==> src/rtl/sensor_sequencer_pkg.sv <==
// Shared configuration for the pixel sensor sequencer: array geometry defaults and
// the sequencer state encoding, also used by the bench for state checks.
package sensor_sequencer_pkg;

  localparam int unsigned PIXEL_BITS         = 8;
  localparam int unsigned PIXEL_ARRAY_HEIGHT = 4;

  typedef enum logic [2:0] {
    StIdle,
    StErase,
    StExpose,
    StConvert,
    StRead,
    StDone
  } seq_state_e;

  function automatic int unsigned max3(input int unsigned a, input int unsigned b,
                                       input int unsigned c);
    int unsigned m;
    m = a;
    if (b > m) m = b;
    if (c > m) m = c;
    return m;
  endfunction

endpackage

==> src/rtl/sensor_sequencer_phase_counter.sv <==
// Loadable down-counter with a terminal-count flag; times the erase, exposure and
// conversion phases. A phase of N cycles is loaded with N-1 and ends when tc_o is seen.
module phase_counter #(
  parameter int unsigned Width = 16
) (
  input  logic             clk_i,
  input  logic             rst_ni,
  input  logic             load_i,
  input  logic [Width-1:0] load_value_i,
  output logic             tc_o
);

  logic [Width-1:0] count_q, count_d;

  // Load has priority; otherwise count down and park at zero.
  always_comb begin
    count_d = count_q;
    if (load_i) begin
      count_d = load_value_i;
    end else if (count_q != '0) begin
      count_d = count_q - Width'(1);
    end
  end

  // Count register.
  always_ff @(posedge clk_i or negedge rst_ni) begin
    if (!rst_ni) begin
      count_q <= '0;
    end else begin
      count_q <= count_d;
    end
  end

  assign tc_o = (count_q == '0);

endmodule

==> src/rtl/sensor_sequencer.sv <==
// Frame sequencer: erase -> expose -> ramp-ADC convert -> row readout -> done.
// All outputs come straight from flops so the async reset clears them at once.
module sensor_sequencer
  import sensor_sequencer_pkg::*;
#(
  parameter int unsigned ROWS         = PIXEL_ARRAY_HEIGHT,
  parameter int unsigned ADC_BITS     = PIXEL_BITS,
  parameter int unsigned ERASE_CYCLES = 5,
  parameter int unsigned EXP_WIDTH    = 16
) (
  input  logic                    clk,
  input  logic                    reset,
  input  logic                    frame_req,
  input  logic [EXP_WIDTH-1:0]    exp_cycles,
  input  logic                    buf_ready,
  output logic                    erase,
  output logic                    expose,
  output logic                    convert,
  output logic [ADC_BITS-1:0]     adc_count,
  output logic                    row_valid,
  output logic [$clog2(ROWS)-1:0] row_sel,
  output logic                    frame_done,
  output logic                    busy
);

  localparam int unsigned CntW = max3(EXP_WIDTH, ADC_BITS, $clog2(ERASE_CYCLES + 1));
  localparam int unsigned RowW = $clog2(ROWS);

  localparam logic [CntW-1:0] EraseLoad = CntW'(ERASE_CYCLES - 1);
  localparam logic [CntW-1:0] ConvLoad  = CntW'((2 ** ADC_BITS) - 1);
  localparam logic [RowW-1:0] LastRow   = RowW'(ROWS - 1);

  seq_state_e           state_q, state_d;
  logic [EXP_WIDTH-1:0] exp_q, exp_d;
  logic [ADC_BITS-1:0]  adc_q, adc_d;
  logic [RowW-1:0]      row_q, row_d;
  logic                 cnt_load;
  logic [CntW-1:0]      cnt_value;
  logic                 cnt_tc;
  logic                 erase_q, expose_q, convert_q, row_valid_q, frame_done_q, busy_q;

  phase_counter #(
    .Width (CntW)
  ) u_phase_counter (
    .clk_i        (clk),
    .rst_ni       (reset),
    .load_i       (cnt_load),
    .load_value_i (cnt_value),
    .tc_o         (cnt_tc)
  );

  // Next-state logic; the phase counter is loaded on entry to each timed phase.
  always_comb begin
    state_d   = state_q;
    exp_d     = exp_q;
    adc_d     = adc_q;
    row_d     = row_q;
    cnt_load  = 1'b0;
    cnt_value = '0;
    unique case (state_q)
      StIdle: begin
        if (frame_req) begin
          // A zero exposure request still exposes for one cycle.
          exp_d     = (exp_cycles == '0) ? EXP_WIDTH'(1) : exp_cycles;
          cnt_load  = 1'b1;
          cnt_value = EraseLoad;
          state_d   = StErase;
        end
      end
      StErase: begin
        if (cnt_tc) begin
          cnt_load  = 1'b1;
          cnt_value = CntW'(exp_q) - CntW'(1);
          state_d   = StExpose;
        end
      end
      StExpose: begin
        if (cnt_tc) begin
          cnt_load  = 1'b1;
          cnt_value = ConvLoad;
          state_d   = StConvert;
        end
      end
      StConvert: begin
        if (cnt_tc) begin
          adc_d   = '0;
          state_d = StRead;
        end else begin
          adc_d = adc_q + ADC_BITS'(1);
        end
      end
      StRead: begin
        if (buf_ready) begin
          if (row_q == LastRow) begin
            row_d   = '0;
            state_d = StDone;
          end else begin
            row_d = row_q + RowW'(1);
          end
        end
      end
      StDone: begin
        state_d = StIdle;
      end
      default: begin
        state_d = StIdle;
      end
    endcase
  end

  // State, counters and registered phase outputs decoded from the next state.
  always_ff @(posedge clk or negedge reset) begin
    if (!reset) begin
      state_q      <= StIdle;
      exp_q        <= '0;
      adc_q        <= '0;
      row_q        <= '0;
      erase_q      <= 1'b0;
      expose_q     <= 1'b0;
      convert_q    <= 1'b0;
      row_valid_q  <= 1'b0;
      frame_done_q <= 1'b0;
      busy_q       <= 1'b0;
    end else begin
      state_q      <= state_d;
      exp_q        <= exp_d;
      adc_q        <= adc_d;
      row_q        <= row_d;
      erase_q      <= (state_d == StErase);
      expose_q     <= (state_d == StExpose);
      convert_q    <= (state_d == StConvert);
      row_valid_q  <= (state_d == StRead);
      frame_done_q <= (state_d == StDone);
      busy_q       <= (state_d != StIdle);
    end
  end

  assign erase      = erase_q;
  assign expose     = expose_q;
  assign convert    = convert_q;
  assign adc_count  = adc_q;
  assign row_valid  = row_valid_q;
  assign row_sel    = row_q;
  assign frame_done = frame_done_q;
  assign busy       = busy_q;

endmodule

==> config.mk <==
export PLATFORM = sky130hd
export DESIGN_NAME = sensor_sequencer
export DESIGN_NICKNAME = d
export VERILOG_FILES = /design/src/rtl/sensor_sequencer_pkg.sv /design/src/rtl/sensor_sequencer_phase_counter.sv /design/src/rtl/sensor_sequencer.sv
export SDC_FILE = /design/constraint.sdc
export NUM_CORES = 1
export LEC_CHECK = 0
export ABC_AREA = 1
export BUFFER_PORTS_ARGS = -buffer_cell sky130_fd_sc_hd__buf_4
export CORE_ASPECT_RATIO = 1.2
export CORE_MARGIN = 5
export CORE_UTILIZATION = 50
export CTS_CLUSTER_SIZE = 40
export DETAILED_ROUTE_END_ITERATION = 16
export PLACE_DENSITY = 0.7
export SYNTH_ARGS = -nofsm -noshare
export SYNTH_HDL_FRONTEND = slang
export SYNTH_SLANG_ARGS = --single-unit
export TNS_END_PERCENT = 100
==> constraint.sdc <==
create_clock -name clk -period 3.2 [get_ports clk]
set_input_delay 0 -clock clk [delete_from_list [all_inputs] [get_ports clk]]
set_output_delay 0 -clock clk [all_outputs]
set_load 0.005 [all_outputs]
==> metrics list <==
- Run status: completed
- At the end of the flow the core is filled with cells to 0.6156.
- Seq/Total Area, Yosys: 0.4014
* Transition at the pin with the smallest max-transition slack: 694.1 ps
- Number of sinks on the clock net: 51
- Pin placement for this block handled 36 I/O pins.
- Height of the chip: 97.35 µm
- Post-Route WL: 6.861 mm
- Filler-free cell count of the finished design: 588
- The congestion estimate from routability-driven global placement came to 0.8505.
* GRT overflow: 0
- Worst Setup Start Kind: flop
- Pleak: 1.939 nW
- Clock latency on the worst-skew pair: 300 ps
* Routed length per placed instance: 11.67 µm
- TritonCTS built the clock tree.
* Worst hold-check path type: in2reg
- After the first detailed-routing iteration, the DRC count stood at 117.
- Setup slack closes at 1191 ps.
- Highest-delay cell along the critical path: sky130_fd_sc_hd__nand3_2
- Of all flip-flops after synthesis, the portion carrying an async set or reset was 1.000.
- Count of distinct cell types in the synthesized netlist: 36
- Pin count of the biggest net entering global routing: 52
- The floorplan step defined a die boundary enclosing 8060 µm².
- Of the cells placed in the final design, the portion with a size suffix greater than 1 is 0.1423.
* Slew HR: 0.5367
- Of the total power, combinational logic draws 0.051.
* Max-slew violations: 0
* Via density per instance: 4.898
- In this run the core area contains 31 standard-cell rows.
- Setup violations remaining at the end of the flow were counted as 0.
* Post-Synthesis Cell Area: 3179 µm²
- Detailed-route via count: 2880
* Root Driver: sky130_fd_sc_hd__clkbuf_8
- Number of antenna violations at the first check in global routing: 0
- The clock passes through at most 2 buffers.
* Worst EP arrival: 2190 ps
- Based on the critical path, the design can be clocked at up to 497.6 MHz.
- Ratio of final minimum period to clock period: 0.6280
* Internal power: 0.8439 mW
- TNS Setup: 0 ps
- Before CTS, the worst setup slack after placement is 1220 ps.
- Area growth, synth to finish: 18.65%
* Average cell area after synthesis: 7.034 µm²
- Flip-flop and latch count after synthesis: 51
- The finished cells cover 3772 µm².
- The Yosys step of the flow raised 0 warnings.
- Half-perimeter wire length of the detailed placement result: 5.136 mm
* Count of unresolved DRC violations after routing: 0
- On the final layout, the worst clock skew is 12.57 ps.
- After detailed placement, the total cell area comes to 3515 µm².
- Switch share: 0.2095
* Critical Path Max Stage Delay: 570 ps
- Type of destination of the critical path: flop
- For this design the total switching power over the nets is 0.2236 mW.
* Most frequent standard cell in the layout excluding fill and tap cells: sky130_fd_sc_hd__nand2_1
* Post-layout net count: 531
* Number of detailed-route iterations in the first pass: 5
* Crit path buf inv count: 1
- The top cell types in the final layout, fill and taps aside, are sky130_fd_sc_hd__nand2_1 (123), sky130_fd_sc_hd__nor2_1 (76), sky130_fd_sc_hd__inv_1 (59).
- Total power of the final layout: 1.067 mW
- Dominant register cell in the synthesized netlist: sky130_fd_sc_hd__dfrtp_1
- Critical path's top delay family: simple AND/OR/NAND/NOR gates
- Final hold vios: 0
- GRT Total Usage: 0.1890
- Number of synthesized flops with an enable pin: 0
- Syn nets: 477
- CTS built an H-tree with a depth of 2.
- At the worst endpoint, the required time is 3380 ps.
- The share of total power dissipated in the clock network is 0.346.
* Vias in the first global route: 2801
- The tool flagged a number of max-cap violations equal to 0.
* First-pass GRT wire length: 12.22 mm
- Cells traversed along the worst timing path: nor2_1, nand3_2, nand2_2, clkinv_2, nand2_1, a21oi_1
- Synthesis handed over a netlist of 452 instances.
- Total power per unit cell area: 283.0 nW/µm²
- Width of the die: 82.80 µm
* Count of antenna diodes in the layout: 0
- Hold timing on the final database bottoms out at a slack of 54.96 ps.
* Part of the total power dissipated in sequential elements: 0.603
* Register clock-pin slew on the reported worst setup and hold paths: 90 ps
- In this run, CTS created clock tree buffers numbering 5.
- Largest voltage drop on the vdd net: 0.1979 mV
- Counting tap cells, the placed design contains a total of 564 instances.
- For the finished layout, the period the worst path requires is 2009 ps.
- The critical path is of the reg2reg type.
- Maximum net fanout on the critical path: 40
- In this run the remaining antenna-violating nets after routing total 0.
- Count of buffers from port buffering: 35
- Initial core utilization: 0.5188
- Setup repair after global routing left no endpoint under its margin.
- The core region is 6128 µm².
[cell families after synthesis]
| kind of cell | count (synthesis) | synth area share |
|---|---|---|
| adders and majority gates | 5 | 0.01968 |
| DFF | 51 | 0.4014 |
| xor gates and xnor gates | 7 | 0.01928 |
| AOI/OAI and AO/OA | 45 | 0.07359 |
| buffers and inverters | 69 | 0.08854 |
| and+or+nand+nor | 275 | 0.3975 |
[final timing paths]
check | slack (ps) | depth (start not counted) | endpoint | from
worst max-delay path | 1190 | 6 | u_phase_counter.count_q[15] | state_q[0]
worst min-delay path | 50 | 4 | row_sel[1] | buf_ready
worst max register to register | 1190 | 6 | u_phase_counter.count_q[15] | state_q[0]
worst min register to register | 520 | 2 | u_phase_counter.count_q[0] | u_phase_counter.count_q[0]
max in group asynchronous | 2490 | 2 | u_phase_counter.count_q[5] | reset
min in group asynchronous | 260 | 2 | row_sel[1] | reset
[layer usage]
metal	vias to the layer above	wire length, µm	GRT usage
met3	7	167	0.03618
met5	-	0	0
met4	0	50	0.04151
met2	31	3420	0.3093
met1	1312	3223	0.2562
li1	1530	-	-
[worst reg2reg max path: cells and delay by family (launching register included)]
| kind | cells | cell delay [ps] |
|---|---|---|
| AO/OA/AOI/OAI | 1 | 60 |
| AND/OR/NAND/NOR | 4 | 1230 |
| buffers and inverters | 1 | 160 |
| flip-flops | 1 | 460 |
[flip-flops by register name, indices dropped and copies added (netlist names)]
signal / cells
busy: 1
adc_count: 8
frame_done: 1
exp_q: 16
row_sel: 2
u_phase_counter.count_q: 16
row_valid: 1
convert: 1
expose: 1
state_q: 3
erase: 1
[power by group through the flow]
stage | Sequential [mW] | Clock, mW | Combinational [mW]
2_1_floorplan | 0.657 | 0 | 0.00477
3_3_place_gp | 0.657 | 0 | 0.0367
3_5_place_dp | 0.657 | 0 | 0.0375
4_1_cts | 0.644 | 0.391 | 0.0538
5_1_grt | 0.644 | 0.415 | 0.0602
6_report | 0.644 | 0.370 | 0.0539
[final cells by class]
cell class                 count  area [µm²]
clock inverter                 1       5.005
clock buffer                   6       82.58
multi-input combinational    332        1622
inverter                      64       251.5
tap                           82       102.6
fill                         594        2356
sequential                    51        1276
timing repair buffer          52       432.9
[synthesized netlist by cell type (2+ instances only)]
library cell	count	area share
sky130_fd_sc_hd__nand2_1	123	0.15
sky130_fd_sc_hd__o21ai_0	26	0.041
sky130_fd_sc_hd__nand3_1	31	0.049
sky130_fd_sc_hd__inv_2	2	0.0024
sky130_fd_sc_hd__nand3_2	5	0.016
sky130_fd_sc_hd__nor2_1	76	0.090
sky130_fd_sc_hd__nor3_1	6	0.0094
sky130_fd_sc_hd__buf_2	3	0.0047
sky130_fd_sc_hd__xor2_1	4	0.011
sky130_fd_sc_hd__nand3b_1	3	0.0071
sky130_fd_sc_hd__nand2_2	4	0.0079
sky130_fd_sc_hd__clkinv_4	2	0.0055
sky130_fd_sc_hd__nor4_1	2	0.0039
sky130_fd_sc_hd__inv_1	59	0.070
sky130_fd_sc_hd__a21oi_1	15	0.024
sky130_fd_sc_hd__xnor2_1	3	0.0083
sky130_fd_sc_hd__nor2_2	5	0.0098
sky130_fd_sc_hd__nor2_4	5	0.018
sky130_fd_sc_hd__dfrtp_1	51	0.40
sky130_fd_sc_hd__ha_1	5	0.020
sky130_fd_sc_hd__nand4_1	7	0.014
[repair_timing]
item                                    CTS  global route
hold buffers                             17             0
endpoints found under the setup margin    0             0
endpoints found under the hold margin    67             0
setup buffers                             0             0
gates resized for setup                   0             0
Power figures use the tool's default switching activity.
